<file path="src/rtl/decoder_pkg.sv">
// Shared encodings for the decoder_scan block: operating modes and FSM states.
package decoder_pkg;

    typedef enum logic [1:0] {
        MODE_DIRECT = 2'b00,
        MODE_PULSE  = 2'b01,
        MODE_SCAN   = 2'b10,
        MODE_RSVD   = 2'b11
    } mode_e;

    typedef enum logic {
        ST_IDLE = 1'b0,
        ST_SCAN = 1'b1
    } state_e;

endpackage : decoder_pkg

</file>
<file path="src/rtl/onehot_dec.sv">
// Purely combinational index to one-hot conversion.
module onehot_dec #(
    parameter int SEL_W = 2
) (
    input  logic [SEL_W-1:0]    idx_i,
    output logic [2**SEL_W-1:0] onehot_o
);

    always_comb begin
        onehot_o        = '0;
        onehot_o[idx_i] = 1'b1;
    end

endmodule : onehot_dec

</file>
<file path="src/rtl/decoder_scan.sv">
// Registered one-hot decoder with DIRECT, PULSE and SCAN modes; every output
// is taken straight from a flop.
module decoder_scan
    import decoder_pkg::*;
#(
    parameter int SEL_W   = 2,
    parameter int DWELL_W = 4
) (
    input  logic                 clk,
    input  logic                 rst_n,
    input  logic                 en,
    input  logic [1:0]           mode,
    input  logic [SEL_W-1:0]     sel,
    input  logic                 load,
    input  logic [DWELL_W-1:0]   dwell,
    output logic [2**SEL_W-1:0]  y,
    output logic [SEL_W-1:0]     active_idx,
    output logic                 busy,
    output logic                 wrap
);

    localparam int N_OUT = 2**SEL_W;

    state_e               state_q, state_d;
    logic [SEL_W-1:0]     idx_q, idx_d;
    logic [DWELL_W-1:0]   dwell_q, dwell_d;
    logic [DWELL_W-1:0]   cnt_q, cnt_d;
    logic [N_OUT-1:0]     y_q, y_d;
    logic [SEL_W-1:0]     act_q, act_d;
    logic                 busy_q, busy_d;
    logic                 wrap_q, wrap_d;

    mode_e                mode_s;
    logic [SEL_W-1:0]     dec_idx;
    logic [N_OUT-1:0]     dec_y;
    logic                 y_on;

    assign mode_s = mode_e'(mode);

    onehot_dec #(
        .SEL_W (SEL_W)
    ) u_dec (
        .idx_i    (dec_idx),
        .onehot_o (dec_y)
    );

    // Next-state logic; dec_idx picks the index the decoder shows next cycle.
    always_comb begin
        state_d = state_q;
        idx_d   = idx_q;
        dwell_d = dwell_q;
        cnt_d   = cnt_q;
        dec_idx = sel;
        y_on    = 1'b0;
        wrap_d  = 1'b0;

        case (state_q)
            ST_IDLE: begin
                if (en) begin
                    case (mode_s)
                        MODE_SCAN: begin
                            if (load) begin
                                state_d = ST_SCAN;
                                idx_d   = sel;
                                dwell_d = dwell;
                                cnt_d   = '0;
                                y_on    = 1'b1;
                            end
                        end
                        MODE_PULSE: y_on = load;
                        default:    y_on = 1'b1;
                    endcase
                end
            end
            ST_SCAN: begin
                // Leaving SCAN always costs one dark cycle before the new mode.
                if (!en || mode_s != MODE_SCAN) begin
                    state_d = ST_IDLE;
                    cnt_d   = '0;
                end else if (load) begin
                    idx_d   = sel;
                    dwell_d = dwell;
                    cnt_d   = '0;
                    y_on    = 1'b1;
                end else if (cnt_q == dwell_q) begin
                    dec_idx = idx_q + SEL_W'(1);
                    idx_d   = dec_idx;
                    cnt_d   = '0;
                    y_on    = 1'b1;
                    wrap_d  = (idx_q == {SEL_W{1'b1}});
                end else begin
                    dec_idx = idx_q;
                    cnt_d   = cnt_q + DWELL_W'(1);
                    y_on    = 1'b1;
                end
            end
            default: state_d = ST_IDLE;
        endcase
    end

    always_comb begin
        y_d    = y_on ? dec_y : '0;
        act_d  = y_on ? dec_idx : '0;
        busy_d = (state_d == ST_SCAN);
    end

    always_ff @(posedge clk or negedge rst_n) begin
        if (!rst_n) begin
            state_q <= ST_IDLE;
            idx_q   <= '0;
            dwell_q <= '0;
            cnt_q   <= '0;
            y_q     <= '0;
            act_q   <= '0;
            busy_q  <= 1'b0;
            wrap_q  <= 1'b0;
        end else begin
            state_q <= state_d;
            idx_q   <= idx_d;
            dwell_q <= dwell_d;
            cnt_q   <= cnt_d;
            y_q     <= y_d;
            act_q   <= act_d;
            busy_q  <= busy_d;
            wrap_q  <= wrap_d;
        end
    end

    assign y          = y_q;
    assign active_idx = act_q;
    assign busy       = busy_q;
    assign wrap       = wrap_q;

endmodule : decoder_scan

</file>
<file path="config.mk">
export PLATFORM = sky130hd
export DESIGN_NAME = decoder_scan
export DESIGN_NICKNAME = d
export VERILOG_FILES = /design/src/rtl/decoder_pkg.sv /design/src/rtl/onehot_dec.sv /design/src/rtl/decoder_scan.sv
export SDC_FILE = /design/constraint.sdc
export NUM_CORES = 1
export LEC_CHECK = 0
export CAP_MARGIN = 20
export CORE_ASPECT_RATIO = 1.4
export CORE_MARGIN = 2
export CORE_UTILIZATION = 43
export DETAILED_ROUTE_END_ITERATION = 10
export PLACE_DENSITY = 0.76
export SYNTH_ARGS = -nofsm -noshare
export SYNTH_HDL_FRONTEND = slang
export SYNTH_SLANG_ARGS = --single-unit
</file>
<file path="constraint.sdc">
create_clock -name clk -period 1.76 [get_ports clk]
set_input_delay 0.176 -clock clk [delete_from_list [all_inputs] [get_ports clk]]
set_output_delay 0.176 -clock clk [all_outputs]
set_load 0.02 [all_outputs]
</file>
==> Word level (Yosys, flattened, before mapping) <==
Cells that the tools add are included.
{ "op_classes": {"n_bitwise": 1, "eq_ne": 9, "n_reduce_logical": 6, "order_cmp": 2, "add_sub_neg": 2, "n_mux": 37} }
{ "op_table": {"columns": ["cell", "n"], "rows": [
  ["4-bit 2-to-1 mux", 11],
  ["2-bit 2-to-1 mux", 9],
  ["4-bit one-hot mux with 2 select lines", 2],
  ["1-bit 2-to-1 mux", 10],
  ["2-bit != test, second input constant", 4],
  ["1-bit one-hot mux with 2 select lines", 3],
  ["3-bit AND reduction", 2],
  ["4-bit by 1-bit adder with 4-bit output, second input constant", 1],
  ["2-bit == test, second input constant", 2],
  ["4-bit == test", 1],
  ["2-bit one-hot mux with 2 select lines", 1],
  ["4-bit AND reduction", 1],
  ["2-bit by 3-bit < comparator with 1-bit output, second input constant", 1],
  ["2-bit by 1-bit adder with 2-bit output, second input constant", 1],
  ["1-bit demux with 2-bit select", 1],
  ["2-bit by 1-bit == test with 1-bit output, second input constant", 1],
  ["2-bit by 1-bit >= comparator with 1-bit output, second input constant", 1],
  ["2-bit by 1-bit != test with 1-bit output, second input constant", 1],
  ["1-bit logical AND", 1],
  ["1-bit zero test", 1],
  ["1-bit logical OR", 1],
  ["1-bit NOT", 1]
]} }
{ "word_totals": {"output_inout_bits": 8, "reg_bits": 18, "word_cells": 64} }

==> Logic depth before layout (Yosys ltp) <==
Gate-level depths: netlist (run 1).
{ "logic_depth": {"depth_word": 10, "mapped_depth": 6, "depth_no_buf": 6} }

==> Hierarchy <==
Synthesis (run 1) repeated with hierarchy kept, for this count alone.
{ "unflattened": {"hier_cells": 79, "area_unflattened_um2": 885.8} }
{ "by_module_without_submodules": {"columns": ["mod", "area_per_inst_um2", "instances", "cells_per_inst"], "rows": [
  ["decoder_scan", 859.6, 1, 75],
  ["onehot_dec", 26.3, 1, 4]
]} }

==> Worst setup path after synthesis (run 1) <==
OpenSTA, ideal clock, no wires.
{ "synth_timing": {"kind": "reg2reg", "from": "register cnt_q[0]", "to": "register y_q[1], in the netlist y[1]", "arrival_time_ns": 1.738, "n_path_buf": 0, "t_required_ns": 1.671, "stages_incl_launch_ff": 6, "path_slack_ns": -0.066, "synth_period_minus_slack_ns": 1.826, "setup_ns": 0.089, "cell_sequence": "dfrtp_1 -> xor2_1 -> nor4_4 -> mux2_4 -> mux2i_2 -> nor3b_1"} }
{ "synth_between": {"elab_chain_len": 10, "word_cells_on_any_way": 11, "classes_between": "order compare: 2; eq/ne: 1; mux: 7; reduce/logical: 1"} }
{ "synth_lines": {"columns": ["item", "line", "rtl"], "rows": [
  ["start: declaration", "decoder_scan.sv:27", "logic [DWELL_W-1:0] cnt_q, cnt_d;"],
  ["start signal: assignment", "decoder_scan.sv:121", "cnt_q <= cnt_d;"],
  ["4-bit == test (*)", "decoder_scan.sv:85", "end else if (cnt_q == dwell_q) begin"],
  ["2-bit 2-to-1 mux (*)", null, null],
  ["2-bit 2-to-1 mux (*)", "decoder_scan.sv:80", "end else if (load) begin"],
  ["2-bit 2-to-1 mux (*)", "decoder_scan.sv:77", "if (!en || mode_s != MODE_SCAN) begin"],
  ["2-bit 2-to-1 mux (*)", "decoder_scan.sv:57", "case (state_q)"],
  ["2-bit by 3-bit < comparator with 1-bit output (implied by the code) / 2-bit by 1-bit >= comparator with 1-bit output (equally long branches)", "onehot_dec.sv:11", "onehot_o[idx_i] = 1'b1;"],
  ["1-bit logical AND (implied by the code)", "onehot_dec.sv:11", null],
  ["1-bit 2-to-1 mux (implied by the code)", "onehot_dec.sv:11", null],
  ["1-bit demux with 2-bit select (*)", null, null],
  ["4-bit 2-to-1 mux (*)", "decoder_scan.sv:102", "y_d = y_on ? dec_y : '0;"],
  ["via y_d[1]", "decoder_scan.sv:28", "logic [N_OUT-1:0] y_q, y_d;"],
  ["end signal: assignment", "decoder_scan.sv:122", "y_q <= y_d;"],
  ["end: declaration", "decoder_scan.sv:28", null]
]} }
The timed path passes the listed nets; every way through them passes the cells marked *.
A chain may end at the register's enable or synchronous reset.

==> Final worst setup path (run 1) <==
{ "layout_timing": {"from": "register dwell_q[2]", "to": "register y_q[1], in the netlist y[1]"} }
{ "layout_between": {"elab_chain_len": 10, "word_cells_on_any_way": 11, "classes_between": "order compare: 2; eq/ne: 1; mux: 7; reduce/logical: 1"} }
{ "layout_lines": {"columns": ["item", "line", "rtl"], "rows": [
  ["start: declaration", "decoder_scan.sv:26", "logic [DWELL_W-1:0] dwell_q, dwell_d;"],
  ["start signal: assignment", "decoder_scan.sv:120", "dwell_q <= dwell_d;"],
  ["4-bit == test (*)", "decoder_scan.sv:85", null],
  ["2-bit 2-to-1 mux (*)", null, null],
  ["2-bit 2-to-1 mux (*)", "decoder_scan.sv:80", null],
  ["2-bit 2-to-1 mux (*)", "decoder_scan.sv:77", null],
  ["2-bit 2-to-1 mux (*)", "decoder_scan.sv:57", null],
  ["2-bit by 3-bit < comparator with 1-bit output (implied by the code) / 2-bit by 1-bit >= comparator with 1-bit output (equally long branches)", "onehot_dec.sv:11", null],
  ["1-bit logical AND (implied by the code)", "onehot_dec.sv:11", null],
  ["1-bit 2-to-1 mux (implied by the code)", "onehot_dec.sv:11", null],
  ["1-bit demux with 2-bit select (*)", null, null],
  ["4-bit 2-to-1 mux (*)", "decoder_scan.sv:102", null],
  ["via y_d[1]", "decoder_scan.sv:28", null]
]} }
Marked as above.

==> results of run 1 <==
==> cell families (layout without fill, tap and decap cells) <==
| kind of cell | count (synthesis) | after routing | synth area share |
|---|---|---|---|
| simple gates | 22 | 22 | 0.156 |
| flops | 18 | 18 | 0.526 |
| compound gates | 13 | 13 | 0.0978 |
| mux | 7 | 7 | 0.0978 |
| xor+xnor | 6 | 6 | 0.0613 |
| buf+inv | 4 | 40 | 0.0175 |
| fa+ha+maj | 3 | 3 | 0.0438 |
==> power by group <==
| group | switching [mW] | leakage, nW | internal [mW] | total [mW] |
|---|---|---|---|---|
| combinational | 0.0973 | 0.322 | 0.119 | 0.216 |
| sequential | 0.0267 | 0.235 | 0.451 | 0.478 |
| clock | 0.127 | 0.0210 | 0.126 | 0.254 |
==> flip-flops by register name, summed over array words and instances, names as in the netlist <==
signal	cells
y	4
wrap	1
active_idx	2
cnt_q	4
idx_q	2
busy	1
dwell_q	4
==> per-layer routing <==
metal  share of wire  track usage  vias up
met4           0.013       0.0553        0
met1            0.44        0.182      302
met5               0            0        -
li1                -            -      334
met2            0.51        0.281       16
met3           0.032       0.0225        2
==> timing repair <==
action / 4_1_cts / 5_1_grt
endpoints found under the setup margin: 2 / 5
resized for setup: 1 / 0
pin swaps: 1 / 1
buffers inserted: 0 / 0
==> placed cells by master (no fill, tap or decap) <==
cell type        Yosys  routed
o21ai_0              4       4
nor3b_2              0       1
a31oi_1              1       1
o211ai_1             1       1
nor4_4               1       1
mux2_4               1       1
or2_2                1       1
o22ai_1              1       1
o211a_1              1       1
a21oi_1              2       2
nor3_1               1       1
clkdlybuf4s50_1      0      19
mux2i_4              0       1
and3_1               1       1
nand3_1              4       4
nor3b_1              2       1
mux2_2               4       4
dfrtp_1             18      18
inv_1                4       4
or3_1                1       1
nand2_1              4       4
mux2i_1              1       1
o21bai_1             1       1
ha_1                 3       3
a21o_1               1       1
clkbuf_8             0       1
nor4b_1              1       1
clkbuf_4             0       3
buf_4                0      13
o31a_1               1       1
xor2_1               6       6
nor2b_1              1       1
nor2_1               4       4
and3b_1              1       1
==> per-stage QoR <==
step | hold slack (ns) | instance area (um^2) | worst slack [ns]
final | 0.194 | 1220 | -0.0208
after global routing | 0.215 | 1220 | -0.106
after CTS | 0.208 | 1220 | -0.0333
after detailed placement | 0.519 | 1180 | -0.0336
after global placement | 0.508 | 1180 | 0.0133
after floorplan | -0.120 | 866 | 0.00951
==> final cells by class <==
cell class / instances / area share
clock buffers: 4 / 0.0297
repair buffers: 32 / 0.236
inverters: 4 / 0.0123
well taps: 21 / 0.0215
multi-input cells: 51 / 0.332
flip-flops and latches: 18 / 0.369
==> worst max path at each step <==
stage	startpoint	cells past startpoint	slack [ns]	end
after global routing	dwell_q[2]$_DFFE_PN0P_	6	-0.11	y[2]$_DFF_PN0_
after global placement	dwell_q[2]$_DFFE_PN0P_	5	0.01	y[1]$_DFF_PN0_
after detailed placement	dwell_q[2]$_DFFE_PN0P_	5	-0.03	y[1]$_DFF_PN0_
after floorplan	cnt_q[2]$_DFFE_PN0P_	5	0.01	y[1]$_DFF_PN0_
after CTS	dwell_q[2]$_DFFE_PN0P_	5	-0.03	y[1]$_DFF_PN0_
final	dwell_q[2]$_DFFE_PN0P_	5	-0.02	y[1]$_DFF_PN0_
==> run_results.csv, run 1 <==
group,metric,value,unit
cells_and_area,fin_util,0.634,
cells_and_area,fin_cells,130,
cells_and_area,register_area,450,um^2
yosys,synthCells,73,
worst_setup_path,cp.arrival,2.01,ns
worst_setup_path,critPathRequiredTime,1.98,ns
timing,fmax,562,MHz
run_status,violations,"setup timing",
yosys,synth_commonest_cells,"18 x dfrtp_1, 6 x xor2_1",
floorplanning,start_util,0.445,
worst_setup_path,critPathKind,"flop to flop",
cells_and_area,drive_above_1_share,0.239,
grt,grt_pass1_vias,675,
timing,fin_worst_skew,0.00195,ns
timing,worst_slew_pin_slew,0.353,ns
yosys,synthMostInstantiatedCell,"dfrtp_1",
placement,place_hpwl,1.27,mm
yosys,synthDistinctLibCells,29,
power,peakVddDrop,0.533,mV
floorplanning,rows,19,
yosys,mappedNetlistNets,88,
yosys,yosysTopAreaCell,"dfrtp_1",
yosys,ys_top_cells_by_area,"dfrtp_1 53%, xor2_1 6.1%, mux2_2 5.3%, ha_1 4.4%, nor4_4 2.5%",
min_path,hold_path.class,"primary input to asynchronous set/reset pin",
timing,setup_viol,1,
worst_setup_path,worst_setup_path_end_kind,"flop",
yosys,synth_area,857,um^2
run_status,outcome,"complete, but fails checks",
worst_setup_path,rr_worst_depth,5,
worst_setup_path,crit_family,"simple AND/OR/NAND/NOR gates",
yosys,synth_edf_count,0,
yosys,ys_seq_area_frac,0.526,
routing,wire_per_inst,12.3,um
timing,period_share,1.01,
worst_setup_path,critical-path-max-stage-delay,0.41,ns
placement,port_buffers,19,
placement,gp_congestion,0.773,
worst_setup_path,r2r_end,"y[1]$_DFF_PN0_",
clock_tree,postCtsHoldBufs,0,
floorplanning,core-area,0.00193,mm^2
timing,tns,-0.0208,ns
yosys,synth_top_area_frac,0.526,
routing,drt-initial-drc-count,12,
timing,hold_viol,0,
grt,antenna_found_initial,0,
worst_setup_path,worstPathMaxFanout,5,
timing,fin_crit,1.78,ns
clock_tree,clock-sinks,18,
clock_tree,numCtsBuffers,3,
routing,vias_per_cell,5.03,
timing,slew_headroom,0.763,
cells_and_area,area_growth,42.5,%
worst_setup_path,r2r_start,"dwell_q[2]$_DFFE_PN0P_",
grt,grt_pass1_wl,2.77,mm
floorplanning,die_area,0.00237,mm^2
yosys,synthFlopType,"dfrtp_1",
cells_and_area,diodes,0,
grt,track_usage,0.155,
grt,grt-ovfl-total,0,
worst_setup_path,critPathLaunchType,"flop",
routing,num_vias,654,
grt,grt_max_degree,19,
yosys,synth_warnings,0,
floorplanning,dieHeight,56.8,um
worst_setup_path,cp_slowest_cell,"nor4_4",
routing,ant_nets,0,
timing,finalWorstSetupSlack,-0.0208,ns
routing,firstDrtPassIters,2,
cells_and_area,nets,125,
floorplanning,io_pins,20,
floorplanning,die_w,41.7,um
timing,drv_slew,0,
power,finalPower,0.948,mW
worst_setup_path,critPathBufInv,0,
clock_tree,ctsRootBufferMaster,"clkbuf_4",
yosys,avgSynthCellArea,11.7,um^2
flow_run,max-cap-violations,0,
worst_setup_path,r2r_slack,-0.02,ns
cells_and_area,multi_input_area,405,um^2
power,p_per_area,776,mW/mm^2
clock_tree,clock_path_buffers,2,
cells_and_area,fill_cells,148,
clock_tree,clk_pin_slew_worst_paths,0.10,ns
yosys,async_flop_share,1.00,
power,leakage,0.577,nW
clock_tree,htree_levels,1,
placement,dp_cells,126,
routing,wl,1.60,mm
routing,drc_errors,0,
clock_tree,clock_latency,0.29,ns
worst_setup_path,path_cells,"xor2_1 > nor4_4 > mux2_4 > mux2i_4 > nor3b_2",
timing,rsz0062_at_grt,"yes",
clock_tree,cts_tree,"done",
yosys,synth-seq-cells,18,
Power figures use the tool's default switching activity.
==> run 2, diff against run 1 <==
--- a/config.mk
+++ b/config.mk
@@ -6,7 +6,7 @@
 export NUM_CORES = 1
 export LEC_CHECK = 0
 export CAP_MARGIN = 20
-export CORE_ASPECT_RATIO = 1.4
+export CORE_ASPECT_RATIO = 1.1
 export CORE_MARGIN = 2
 export CORE_UTILIZATION = 43
 export DETAILED_ROUTE_END_ITERATION = 10
==> run_results.csv, run 2 (synthesis gave the netlist of run 1 again) <==
group,metric,value,unit
routing,vias_per_cell,4.94,
power,leakage,0.605,nW
grt,track_usage,0.187,
power,peakVddDrop,0.489,mV
run_status,violations,"setup timing",
routing,ant_nets,0,
power,pwr-share-seq,0.479,
worst_setup_path,critPathBufInv,0,
routing,wire_per_inst,13.1,um
worst_setup_path,path_cells,"xor2_1 > nor4_4 > mux2_4 > mux2i_4 > nor3b_2",
cells_and_area,nets,129,
timing,setup_viol,1,
timing,slew_headroom,0.799,
clock_tree,numCtsBuffers,3,
grt,grt_pass1_wl,3.13,mm
placement,place_hpwl,1.34,mm
cells_and_area,area_growth,52.4,%
routing,num_vias,692,
clock_tree,clock_path_buffers,2,
power,p_int,0.732,mW
grt,grt_pass1_vias,695,
worst_setup_path,critical-path-max-stage-delay,0.41,ns
placement,gp_congestion,0.817,
worst_setup_path,cp_slowest_cell,"dfrtp_1",
power,finalPower,1.02,mW
clock_tree,clock_latency,0.29,ns
power,sw_frac_of_total,0.280,
worst_setup_path,crit_family,"simple AND/OR/NAND/NOR gates",
routing,firstDrtPassIters,4,
floorplanning,start_util,0.470,
clock_tree,clk_pin_slew_worst_paths,0.11,ns
cells_and_area,fill_cells,122,
timing,finalWorstSetupSlack,-0.00448,ns
timing,fin_crit,1.76,ns
floorplanning,die_area,0.00237,mm^2
timing,hold_viol,0,
min_path,hold_path.class,"primary input to asynchronous set/reset pin",
flow_run,max-cap-violations,0,
worst_setup_path,worstPathMaxFanout,3,
routing,drc_errors,0,
floorplanning,die_w,46.6,um
worst_setup_path,r2r_start,"dwell_q[2]$_DFFE_PN0P_",
clock_tree,clock-sinks,18,
floorplanning,dieHeight,50.8,um
timing,fmax,567,MHz
power,pwr-share-comb,0.267,
cells_and_area,drive_above_1_share,0.301,
clock_tree,htree_levels,1,
worst_setup_path,worst_setup_path_end_kind,"flop",
worst_setup_path,crit_start,"dwell_q[2]$_DFFE_PN0P_",
timing,fin_worst_skew,0.00297,ns
cells_and_area,final_common_cell,"clkdlybuf4s50_1",
worst_setup_path,critPathKind,"flop to flop",
power,p_per_area,778,mW/mm^2
cells_and_area,register_area,450,um^2
grt,antenna_found_initial,0,
cells_and_area,fin_util,0.717,
cells_and_area,final_cell_mix,"19 x clkdlybuf4s50_1, 18 x dfrtp_1, 16 x buf_4",
worst_setup_path,critPathLaunchType,"flop",
cells_and_area,multi_input_area,449,um^2
clock_tree,cts_tree,"done",
timing,period_share,1.00,
power,p_clk_frac,0.254,
floorplanning,io_pins,20,
routing,wl,1.83,mm
clock_tree,postCtsHoldBufs,0,
floorplanning,rows,16,
clock_tree,ctsRootBufferMaster,"clkbuf_4",
power,switchingPower,0.284,mW
worst_setup_path,cp.arrival,1.98,ns
floorplanning,core-area,0.00182,mm^2
run_status,outcome,"complete, but fails checks",
grt,grt_max_degree,19,
placement,port_buffers,19,
timing,worst_slew_pin_slew,0.299,ns
routing,drt-initial-drc-count,17,
timing,drv_slew,0,
cells_and_area,diodes,0,
timing,rsz0062_at_grt,"yes",
worst_setup_path,critPathRequiredTime,1.98,ns
grt,grt-ovfl-total,0,
## run 2: cell types whose count changed in the layout (fill, tap and decap cells not counted), sizes merged
cell  before  now
buf       13   17
## run 2: final timing paths
kind | cells after the start | slack (ns) | end
hold / removal | 2 | 0.19 | dwell_q[1]$_DFFE_PN0P_
setup / recovery | 5 | -0.004 | y[1]$_DFF_PN0_
hold reg to reg | 1 | 0.55 | dwell_q[3]$_DFFE_PN0P_
max in group asynchronous | 2 | 1.38 | y[3]$_DFF_PN0_
setup reg to reg | 5 | -0.004 | y[1]$_DFF_PN0_
min in group clk | 2 | 0.48 | dwell_q[2]$_DFFE_PN0P_
## run 2: power groups by stage
stage	logic, mW	clock network [mW]	registers, mW
floorplan	0.119	0	0.491
global placement	0.216	0	0.485
detailed placement	0.223	0	0.489
CTS	0.251	0.264	0.484
global route	0.293	0.283	0.494
finish	0.271	0.258	0.487
## run 2: stage by stage
stage	hold slack [ns]	TNS (ns)	setup WS [ns]	area [um^2]	cells
finish	0.191	-0.00448	-0.00448	1310	140
global route	0.223	-0.317	-0.0757	1310	140
CTS	0.191	-0.0229	-0.0219	1260	137
detailed placement	0.519	-0.143	-0.112	1170	130
global placement	0.511	0	0.00151	1170	130
floorplan	-0.120	0	0.00951	866	73
## run 2: area by class of cell
class,instances,area share
clock buffer,4,0.0278
sequential,18,0.345
timing repair buffer,36,0.246
multi-input combinational,51,0.344
tap,27,0.0259
inverter,4,0.0115
## run 2: repair_timing
action	in CTS	in global routing
setup buffers	4	3
gates resized for setup	6	2
pin swaps	2	1
hold endpoints to repair	0	0
setup endpoints to repair	3	6
## run 2: metal layers
metal	vias up	global-route usage	wire (um)
li1	342	-	-
met1	328	0.239	813
met2	18	0.299	926
met3	4	0.0353	56
met4	0	0.0857	31
met5	-	0	0
## run 2: worst reg2reg max path: stages, from the launching register on
cell	delay, ns
dfrtp_1	0.41
xor2_1	0.19
nor4_4	0.36
mux2_4	0.35
mux2i_4	0.18
nor3b_2	0.21
==> run 3, diff against run 2 <==
--- a/config.mk
+++ b/config.mk
@@ -11,6 +11,7 @@
 export CORE_UTILIZATION = 43
 export DETAILED_ROUTE_END_ITERATION = 10
 export PLACE_DENSITY = 0.76
+export SLEW_MARGIN = 15
 export SYNTH_ARGS = -nofsm -noshare
 export SYNTH_HDL_FRONTEND = slang
 export SYNTH_SLANG_ARGS = --single-unit
==> results of run 3 <==
The final DEF is identical to that of run 2; final timing and power are the same.
